$ cat src/rtl/mem_port_arbiter_pkg.sv
// mem_port_arbiter_pkg: shared state, owner and access-size codes for the memory port arbiter.
package mem_port_arbiter_pkg;
    typedef enum logic [1:0] {IDLE, WAIT_ADDR, WAIT_DATA} state_t;
    typedef enum logic {OWN_INST = 1'b0, OWN_DATA = 1'b1} owner_t;
    localparam logic [1:0] SZ_BYTE = 2'd0;
    localparam logic [1:0] SZ_HALF = 2'd1;
    localparam logic [1:0] SZ_WORD = 2'd2;
endpackage

$ cat src/rtl/mem_wstrb_gen.sv
// mem_wstrb_gen: byte-lane strobes and lane-replicated write data from access size and address.
module mem_wstrb_gen
    import mem_port_arbiter_pkg::*;
(
    input  logic [1:0]  size,
    input  logic [1:0]  addr,
    input  logic        wr,
    input  logic [31:0] wdata,
    output logic [3:0]  wstrb,
    output logic [31:0] lane_wdata
);
    logic [3:0] mask;
    // Size 3 falls through to the word case.
    always_comb begin
        mask = size == SZ_BYTE ? 4'b0001 << addr :
               size == SZ_HALF ? (addr[1] ? 4'b1100 : 4'b0011) : 4'b1111;
        wstrb = wr ? mask : 4'b0000;
        lane_wdata = size == SZ_BYTE ? {4{wdata[7:0]}} :
                     size == SZ_HALF ? {2{wdata[15:0]}} : wdata;
    end
endmodule

$ cat src/rtl/mem_port_arbiter.sv
// mem_port_arbiter: shares one SRAM-like bus between the fetch and load/store ports, one transaction at a time.
module mem_port_arbiter
    import mem_port_arbiter_pkg::*;
#(
    parameter int ADDR_W = 32,
    parameter int DATA_W = 32
) (
    input  logic              clk,
    input  logic              resetn,
    input  logic              inst_req,
    input  logic [ADDR_W-1:0] inst_addr,
    output logic              inst_addr_ok,
    output logic              inst_data_ok,
    output logic [DATA_W-1:0] inst_rdata,
    input  logic              data_req,
    input  logic              data_wr,
    input  logic [1:0]        data_size,
    input  logic [ADDR_W-1:0] data_addr,
    input  logic [DATA_W-1:0] data_wdata,
    output logic              data_addr_ok,
    output logic              data_data_ok,
    output logic [DATA_W-1:0] data_rdata,
    output logic              bus_req,
    output logic              bus_wr,
    output logic [1:0]        bus_size,
    output logic [ADDR_W-1:0] bus_addr,
    output logic [3:0]        bus_wstrb,
    output logic [DATA_W-1:0] bus_wdata,
    input  logic              bus_addr_ok,
    input  logic              bus_data_ok,
    input  logic [DATA_W-1:0] bus_rdata,
    output logic              inst_stall,
    output logic              data_stall
);
    state_t state;
    owner_t owner, last_grant;
    logic inst_busy, data_busy, addr_hs, data_hs, pick_data;
    logic [3:0] gen_wstrb;
    logic [DATA_W-1:0] gen_wdata;

    mem_wstrb_gen u_wstrb (
        .size(data_size), .addr(data_addr[1:0]), .wr(data_wr), .wdata(data_wdata),
        .wstrb(gen_wstrb), .lane_wdata(gen_wdata)
    );

    // Handshakes only count in the state that expects them; stray pulses are dropped.
    assign addr_hs      = state == WAIT_ADDR && bus_addr_ok;
    assign data_hs      = state == WAIT_DATA && bus_data_ok;
    assign inst_addr_ok = addr_hs && owner == OWN_INST;
    assign data_addr_ok = addr_hs && owner == OWN_DATA;
    assign inst_data_ok = data_hs && owner == OWN_INST;
    assign data_data_ok = data_hs && owner == OWN_DATA;
    assign inst_rdata   = inst_data_ok ? bus_rdata : '0;
    assign data_rdata   = data_data_ok ? bus_rdata : '0;
    assign pick_data    = data_req && (!inst_req || last_grant == OWN_INST);
    assign inst_stall   = resetn && (inst_req || inst_busy) && !inst_data_ok;
    assign data_stall   = resetn && (data_req || data_busy) && !data_data_ok;

    always_ff @(posedge clk or negedge resetn) begin
        if (!resetn) begin
            state      <= IDLE;
            owner      <= OWN_INST;
            last_grant <= OWN_INST;
            inst_busy  <= 1'b0;
            data_busy  <= 1'b0;
            bus_req    <= 1'b0;
            bus_wr     <= 1'b0;
            bus_size   <= '0;
            bus_addr   <= '0;
            bus_wstrb  <= '0;
            bus_wdata  <= '0;
        end else begin
            inst_busy <= inst_addr_ok || (inst_busy && !inst_data_ok);
            data_busy <= data_addr_ok || (data_busy && !data_data_ok);
            case (state)
                IDLE: if (inst_req || data_req) begin
                    state      <= WAIT_ADDR;
                    bus_req    <= 1'b1;
                    owner      <= pick_data ? OWN_DATA : OWN_INST;
                    last_grant <= pick_data ? OWN_DATA : OWN_INST;
                    bus_wr     <= pick_data && data_wr;
                    bus_size   <= pick_data ? data_size : SZ_WORD;
                    bus_addr   <= pick_data ? data_addr : inst_addr;
                    bus_wstrb  <= pick_data ? gen_wstrb : 4'b0000;
                    bus_wdata  <= pick_data ? gen_wdata : '0;
                end
                WAIT_ADDR: if (bus_addr_ok) begin
                    state   <= WAIT_DATA;
                    bus_req <= 1'b0;
                end
                WAIT_DATA: if (bus_data_ok) state <= IDLE;
                default: state <= IDLE;
            endcase
        end
    end
endmodule

$ cat config.mk
export PLATFORM = sky130hd
export DESIGN_NAME = mem_port_arbiter
export DESIGN_NICKNAME = d
export VERILOG_FILES = /design/src/rtl/mem_port_arbiter_pkg.sv /design/src/rtl/mem_wstrb_gen.sv /design/src/rtl/mem_port_arbiter.sv
export SDC_FILE = /design/constraint.sdc
export NUM_CORES = 1
export LEC_CHECK = 0
export ABC_CLOCK_PERIOD_IN_PS = 1640
export BUFFER_PORTS_ARGS = -buffer_cell sky130_fd_sc_hd__buf_2
export CORE_AREA = 2 2 109 111
export DETAILED_ROUTE_END_ITERATION = 7
export DIE_AREA = 0 0 111 113
export PLACE_DENSITY_LB_ADDON = 0.3
export RECOVER_POWER = 25
export SYNTH_ARGS = -nofsm -noshare
export SYNTH_HDL_FRONTEND = slang
export SYNTH_HIERARCHICAL = 1
export SYNTH_SLANG_ARGS = --single-unit
$ cat constraint.sdc
create_clock -name clk -period 1.64 [get_ports clk]
set_input_delay 0.246 -clock clk [delete_from_list [all_inputs] [get_ports clk]]
set_output_delay 0.246 -clock clk [all_outputs]
set_load 0.01 [all_outputs]
## Word-level counts from Yosys, hierarchy flattened

Index checks and enable logic that the tools add are counted.

- Output and inout bits: 142
- Logic and storage cells: 67
- Bits of input ports: 137
- Register bits: 77

- Equal/unequal tests: 6
- Reductions and logical operators: 29
- Mux-type cells: 20
- Bitwise logic cells: 1
- Shift-type cells: 1

Operator list:

| cell | count |
|---|---|
| 32-bit 2-to-1 mux | 6 |
| 4-bit 2-to-1 mux | 5 |
| 1-bit logical AND | 14 |
| 2-bit 2-to-1 mux | 4 |
| 1-bit logical OR | 6 |
| 2-bit inequality test (second input constant) | 3 |
| 2-bit case mux with 3 select lines | 1 |
| 3-bit AND reduction | 2 |
| 2-bit by 1-bit equality test with 1-bit output (second input constant) | 2 |
| 2-bit logical NOT | 2 |
| 1-bit by 2-bit << shifter with 4-bit output (first input constant) | 1 |
| 1-bit logical NOT | 3 |
| 1-bit 2-to-1 mux | 3 |
| 2-bit equality test (second input constant) | 1 |
| 1-bit case mux with 2 select lines | 1 |
| 2-bit AND reduction | 1 |
| 2-bit nonzero test | 1 |
| 1-bit inverter | 1 |

## Longest topological paths before layout

Gate-level depths: netlist (run 1).

- Word-level depth: 6
- Mapped depth: 6

## Hierarchy

Netlist (run 1), hierarchy kept.

By module, submodules not included:

| module | sequential area each (um^2) | area each (um^2) | cells each | instances |
|---|---|---|---|---|
| mem_port_arbiter | 1926.8 | 3654.8 | 370 | 1 |
| mem_wstrb_gen | 0.0 | 514.2 | 64 | 1 |

## Worst setup path after synthesis (run 1)

OpenSTA, ideal clock, no wires.

- Path type: reg2out
- From: register state[0]
- To: output data_rdata[24]
- Slack: 0.117 ns
- Data arrival time: 1.277 ns
- Data required time: 1.394 ns
- Stages on the path, launching flop included: 5
- Path through: dfrtp_1 > nand2b_1 > nor3_4 > buf_2 > and2_1

- Longest elaborated chain between the ends: 4

RTL lines:

| item | RTL line | RTL |
|---|---|---|
| start, declared | mem_port_arbiter.sv:35 | `state_t state;` |
| start signal, assigned | mem_port_arbiter.sv:61 | `state <= IDLE;` |
| start signal, assigned | mem_port_arbiter.sv:77 | `state <= WAIT_ADDR;` |
| start signal, assigned | mem_port_arbiter.sv:88 | `state <= WAIT_DATA;` |
| 2-bit equality test | mem_port_arbiter.sv:48 | `assign data_hs = state == WAIT_DATA && bus_data_ok;` |
| 1-bit logical AND | mem_port_arbiter.sv:48 |  |
| 1-bit logical AND | mem_port_arbiter.sv:52 | `assign data_data_ok = data_hs && owner == OWN_DATA;` |
| via data_data_ok | mem_port_arbiter.sv:21 | `output logic data_data_ok,` |
| 32-bit 2-to-1 mux | mem_port_arbiter.sv:54 | `assign data_rdata = data_data_ok ? bus_rdata : '0;` |
| end, declared | mem_port_arbiter.sv:22 | `output logic [DATA_W-1:0] data_rdata,` |

The timed path passes the listed nets, and every way through them passes these cells.

==> results of run 1 <==
## final timing paths
kind | start | endpoint
setup / recovery | last_grant | data_rdata[16]
max in group asynchronous | resetn | bus_wdata[15]
min in group asynchronous | resetn | bus_wstrb[3]
setup reg to reg | state[1] | bus_addr[31]
hold / removal | bus_addr_ok | state[0]
hold reg to reg | bus_req | bus_req
## layout by cell type, fill, tap and decap left out, types with 14 or more instances in the layout
cell type,n
buf_2,235
nand2_1,75
dfrtp_1,75
buf_6,53
and2_4,39
a22o_1,38
a21oi_1,34
a31oi_1,32
and2_1,25
mux2_2,16
buf_4,14
## flip-flops by register name, indices dropped and copies added (netlist names)
signal / count
bus_addr: 32
state: 2
bus_size: 2
inst_busy: 1
bus_req: 1
bus_wstrb: 4
last_grant: 1
bus_wr: 1
data_busy: 1
bus_wdata: 32
## final cells by class
cell class                      instances  share of cell area
Antenna cell                            1            0.000383
Multi-Input combinational cell        308               0.312
Tap cell                              143              0.0274
Clock buffer                           10              0.0350
Inverter                                5             0.00325
Sequential cell                        77               0.295
Timing Repair Buffer                  312               0.311
Clock inverter                          4              0.0151
## metal layers
layer | vias to the layer above | global-route usage | part of all wire
met3 | 27 | 0.0445 | 0.064
met4 | 0 | 0.0758 | 0.025
met5 | - | 0 | 0
met1 | 2135 | 0.262 | 0.38
met2 | 224 | 0.409 | 0.53
li1 | 2058 | - | -
## what timing repair did
item | in CTS | in global routing
buffers inserted | 6 | 5
gates resized for setup | 23 | 94
endpoints found under the setup margin | 70 | 70
hold buffers | 2 | 0
pin swaps | 6 | 37
hold endpoints to repair | 14 | 0
cloned | 2 | 6
## power by group
part / internal [mW] / total (mW) / switching, mW
Clock: 1.47 / 2.20 / 0.726
Combinational: 2.13 / 4.56 / 2.43
Sequential: 2.79 / 3.30 / 0.503
Total: 6.39 / 10.0 / 3.66
## logic make-up after synthesis
logic type             share of synthesized area
flip-flops                                 0.462
multiplexers                              0.0624
AO/OA/AOI/OAI                              0.198
AND/OR/NAND/NOR                            0.201
buffers and inverters                     0.0765
## cells in the mapped netlist, drive strengths merged
library cell  number  area [um2]
a211oi             1        7.51
a21bo              1        10.0
nand3b             1        7.51
o22a               1        8.76
nor2              10        56.3
o21ai             12        60.1
a21oi             34         170
buf               36         270
mux2i              8        80.1
dfrtp             77        1930
and2              65         407
nand2b             2        12.5
a21boi             1        7.51
a22o              38         333
nor3               3        48.8
o22ai              2        12.5
mux2              16         180
clkbuf             8        30.0
inv                5        18.8
or2                1        6.26
nor2b              2        12.5
a31oi             32         200
o21a               2        15.0
nand2             76         288
## stage by stage
stage / setup slack, ns / hold slack, ns / power (mW)
after floorplan: 0.117 / -0.0496 / 5.72
after global placement: 0.135 / 0.142 / 7.38
after detailed placement: 0.0868 / 0.141 / 7.47
after CTS: -0.198 / 0.116 / 9.86
after global routing: -0.300 / 0.134 / 10.7
final: -0.225 / 0.126 / 10.0
==> impl_metrics.yaml, run 1 <==
hold_path:
  hold_class: "in2reg"
  hold_depth: 2
routing:
  route.detailed.drc: 0
  drtIter0Drc: 267
  drt-wirelength-per-cell_um: 17.8
  drt_wl_total_mm: 15.3
  ant_nets: 0
  num_vias: 4444
  dr.pass1.iters: 6
  routed_via_density: 5.17
worst_setup_path:
  rrSetupSlack_ns: 0.08
  cp_top_family: "buffers and inverters"
  end_kind: "output port"
  cp_common_cell: "buf_6"
  critical_path_required_ns: 1.39
  worstPathArrival_ns: 1.62
  path_depth: 6
  cp-start-kind: "flip-flop"
  cpPeakStageDelay_ns: 0.46
  cpMaxStageDelayCell: "dfrtp_2"
  cp_max_fo: 7
  worst-path-buf-inv: 4
  r2r_cells: 6
  critPathKind: "reg2out"
  cp_cell_sequence: "inv_4, nor3_4, buf_6, clkbuf_16, and2_4, buf_6"
timing:
  finalSetupViolations: 68
  fin_crit_sh: 1.14
  fin_crit_ns: 1.86
  drv_slew: 0
  finalHoldViolCount: 0
  rsz0062_at_grt: "yes"
  slew_headroom: 0.430
  setup_slack_ns: -0.225
  fin_tns_setup_ns: -10.91
  fin_skew_ns: 0.00467
  fmax_ghz: 0.536
  worst_pin_slew_ns: 0.855
cells_and_area:
  regArea_um2: 1930
  finalInstanceArea_um2: 6540
  finalNetCount: 850
  n_fill_cell: 965
  areaGrowthSynthToFinish_pct: 56.8
  layout-drive-gt1-share: 0.547
  finalNonFillerCells: 860
  multi_input_area_um2: 2040
  finish.utilization: 0.580
floorplan:
  start_util: 0.370
  die_y_um: 113
  core.rowCount: 39
  coreArea_um2: 11300
  die_w_um: 111
  pin_count: 279
  die_area_um2: 12500
clock_network:
  clockRootBuffer: "clkbuf_16"
  clock_latency_ns: 0.33
  cts_tree: "done"
  cts.clk_slew.worst_paths_ns: 0.05
  cts_made_buffers: 9
  clock_sinks: 77
  htree_levels: 3
  cts_max_path_buffers: 2
placed_design:
  dp.cells: 827
  gp_congestion: 0.825
  placed_area_um2: 5650
  io_buffers: 278
  hpwlAfterDp_mm: 10.5
pwr:
  powerDensity_nw_per_um2: 1540
  cellLeakagePower_nw: 3.43
  ir_drop_mv: 0.683
grt:
  antenna_found_initial: 1
  grt_pass1_vias: 4316
  overflow: 0
  grt_util_all_layers: 0.223
  grt_pass1_wl_mm: 22.2
  grt_max_degree: 64
yosys:
  syn_nets: 571
  synth.yosys.seq_area_share: 0.462
  avgSynthCellArea_um2: 9.61
  ys_types: 31
  ys_warn_count: 6
  syn-cell-area_um2: 4170
  synth_cells: 434
  ys_ff_latch: 77
run_status:
  failed_checks: "setup timing"
  status: "finished with violations"
job:
  drv_cap: 0
Note: power is estimated with default switching activity, not from simulation.
==> inputs of run 2 (changes only) <==
--- a/config.mk
+++ b/config.mk
@@ -5,11 +5,11 @@
 export SDC_FILE = /design/constraint.sdc
 export NUM_CORES = 1
 export LEC_CHECK = 0
-export ABC_CLOCK_PERIOD_IN_PS = 1640
+export ABC_CLOCK_PERIOD_IN_PS = 2300
 export BUFFER_PORTS_ARGS = -buffer_cell sky130_fd_sc_hd__buf_2
-export CORE_AREA = 2 2 109 111
+export CORE_AREA = 2 2 121 123
 export DETAILED_ROUTE_END_ITERATION = 7
-export DIE_AREA = 0 0 111 113
+export DIE_AREA = 0 0 123 125
 export PLACE_DENSITY_LB_ADDON = 0.3
 export RECOVER_POWER = 25
 export SYNTH_ARGS = -nofsm -noshare
==> constraint.sdc (replaced) <==
create_clock -name clk -period 2.3 [get_ports clk]
set_input_delay 0.345 -clock clk [delete_from_list [all_inputs] [get_ports clk]]
set_output_delay 0.345 -clock clk [all_outputs]
set_load 0.01 [all_outputs]
==> impl_metrics.yaml, run 2 (same netlist as run 1, synthesis figures left out) <==
floorplan:
  die_y_um: 125
  core.rowCount: 44
  die_area_um2: 15400
  pin_count: 279
  start_util: 0.294
  die_w_um: 123
  coreArea_um2: 14200
placed_design:
  hpwlAfterDp_mm: 10.8
  io_buffers: 278
  place_ws_ns: 0.398
  gp_congestion: 0.845
cells_and_area:
  finalNetCount: 828
  finish.utilization: 0.411
  areaGrowthSynthToFinish_pct: 40.2
  layout_commonest_cell: "buf_2"
  largestRegisters: "bus_addr: 32 flops, bus_wdata: 32 flops, bus_wstrb: 4 flops"
  antenna_cells: 0
  final_cell_mix: "buf_2, dfrtp_1, nand2_1, and2_1, clkbuf_1"
  layout-drive-gt1-share: 0.397
pwr:
  p_sw_frac: 0.393
  ir_drop_mv: 0.414
  finalPower_mw: 6.57
  internal_power_mw: 3.99
  cellLeakagePower_nw: 3.05
  seqPwrFrac: 0.364
  p_comb_frac: 0.410
  clock_power_share: 0.226
  switchingPower_mw: 2.58
  powerDensity_nw_per_um2: 1120
clock_network:
  clock_latency_ns: 0.34
  cts_setup_buffers: 0
  cts_tree: "done"
  cts_max_path_buffers: 2
  htree_levels: 3
  cts_made_buffers: 9
  clock_sinks: 77
  clockRootBuffer: "clkbuf_16"
  cts.clk_slew.worst_paths_ns: 0.06
worst_setup_path:
  r2r_start: "state[0]"
  cpMaxStageDelayCell: "dfrtp_1"
  worst-path-buf-inv: 2
  cp-start-kind: "flip-flop"
  rrSetupSlack_ns: 0.54
  critical_path_required_ns: 1.96
  end_kind: "output port"
  critPathKind: "reg2out"
  cp_cell_sequence: "nand2b_1, nor3_4, buf_6, and2_1, buf_2"
  cp_max_fo: 35
  cp_top_family: "simple AND/OR/NAND/NOR gates"
  r2r_cells: 4
  cpPeakStageDelay_ns: 0.46
  timing.rr.end: "bus_addr[28]"
  worstPathArrival_ns: 1.82
timing:
  slew_headroom: 0.507
  fmax_ghz: 0.462
  finalHoldViolCount: 0
  fin_tns_setup_ns: 0
  fin_skew_ns: 0.00656
  rsz0062_at_grt: "no"
  drv_slew: 0
  fin_crit_ns: 2.17
  finalSetupViolations: 0
  setup_slack_ns: 0.134
  worst_pin_slew_ns: 0.739
  fin_crit_sh: 0.942
routing:
  routed_via_density: 4.88
  ant_nets: 0
  dr.pass1.iters: 5
  top_layer: "met4"
  drt-wirelength-per-cell_um: 16.2
  drt_wl_total_mm: 14.2
  route.detailed.drc: 0
  num_vias: 4290
  met2_length_mm: 7.19
  drtIter0Drc: 191
  wl_met1_mm: 5.89
  dr_wl_met3_um: 978
grt:
  grt_pass1_wl_mm: 21.7
  grt_pass1_vias: 4143
  overflow: 0
  antenna_found_initial: 0
  grt_util_all_layers: 0.181
  grt_max_degree: 59
job:
  drv_cap: 0
hold_path:
  hold_class: "in2reg"
  hold_depth: 2
  worstHoldEndpoint: "state[0]"
  hp-start: "bus_addr_ok"
run_status:
  status: "complete, no violations"
==> run 2: changes by cell type in the layout (fill, tap and decap cells not counted), sizes merged <==
cell         delta
buf            -72
bufinv          -2
clkbuf         +52
diode           -1
inv             +1
dlygate4sd3     -1
clkinv          +2
==> run 2: stage by stage <==
stage,instance area [um2],std cells,hold WS [ns]
after floorplan,4170,434,0.0494
after global routing,5840,880,0.220
after CTS,5910,880,0.205
after global placement,5580,863,0.258
after detailed placement,5580,863,0.262
final,5840,880,0.214
==> run 2: area by class of cell <==
| class | instances | area [um2] |
|---|---|---|
| Clock buffer | 11 | 253 |
| Clock inverter | 5 | 67.6 |
| Fill cell | 1478 | 8360 |
| Inverter | 5 | 18.8 |
| Multi-Input combinational cell | 308 | 1930 |
| Sequential cell | 77 | 1930 |
| Tap cell | 184 | 230 |
| Timing Repair Buffer | 290 | 1420 |
==> run 2: repair_timing <==
| item | CTS | global route |
|---|---|---|
| gates resized for setup | 0 | 1 |
| hold buffers | 1 | 0 |
| endpoints found under the hold margin | 19 | 0 |
| endpoints found under the setup margin | 0 | 7 |
==> run 2: worst max-delay path by stage <==
stage	start	endpoint	cells after the start
2_1_floorplan	state[0]	data_rdata[24]	4
3_3_place_gp	state[0]	inst_rdata[22]	5
3_5_place_dp	state[0]	inst_rdata[22]	5
4_1_cts	state[0]	inst_rdata[22]	5
5_1_grt	state[0]	data_rdata[1]	5
6_report	state[0]	inst_rdata[18]	5
==> run 2: metal layers <==
metal  vias up  GRT usage
met2       197      0.320
li1       2014          -
met5         -          0
met4         0     0.0488
met1      2068      0.223
met3        11     0.0360
==> run 2: power by group through the flow <==
stage,Sequential (mW),Clock (mW),Combinational [mW]
after floorplan,2.63,0,1.46
final,2.39,1.49,2.69
after CTS,2.38,1.53,2.85
after global routing,2.47,1.59,2.97
after global placement,2.37,0,2.77
after detailed placement,2.39,0,2.84
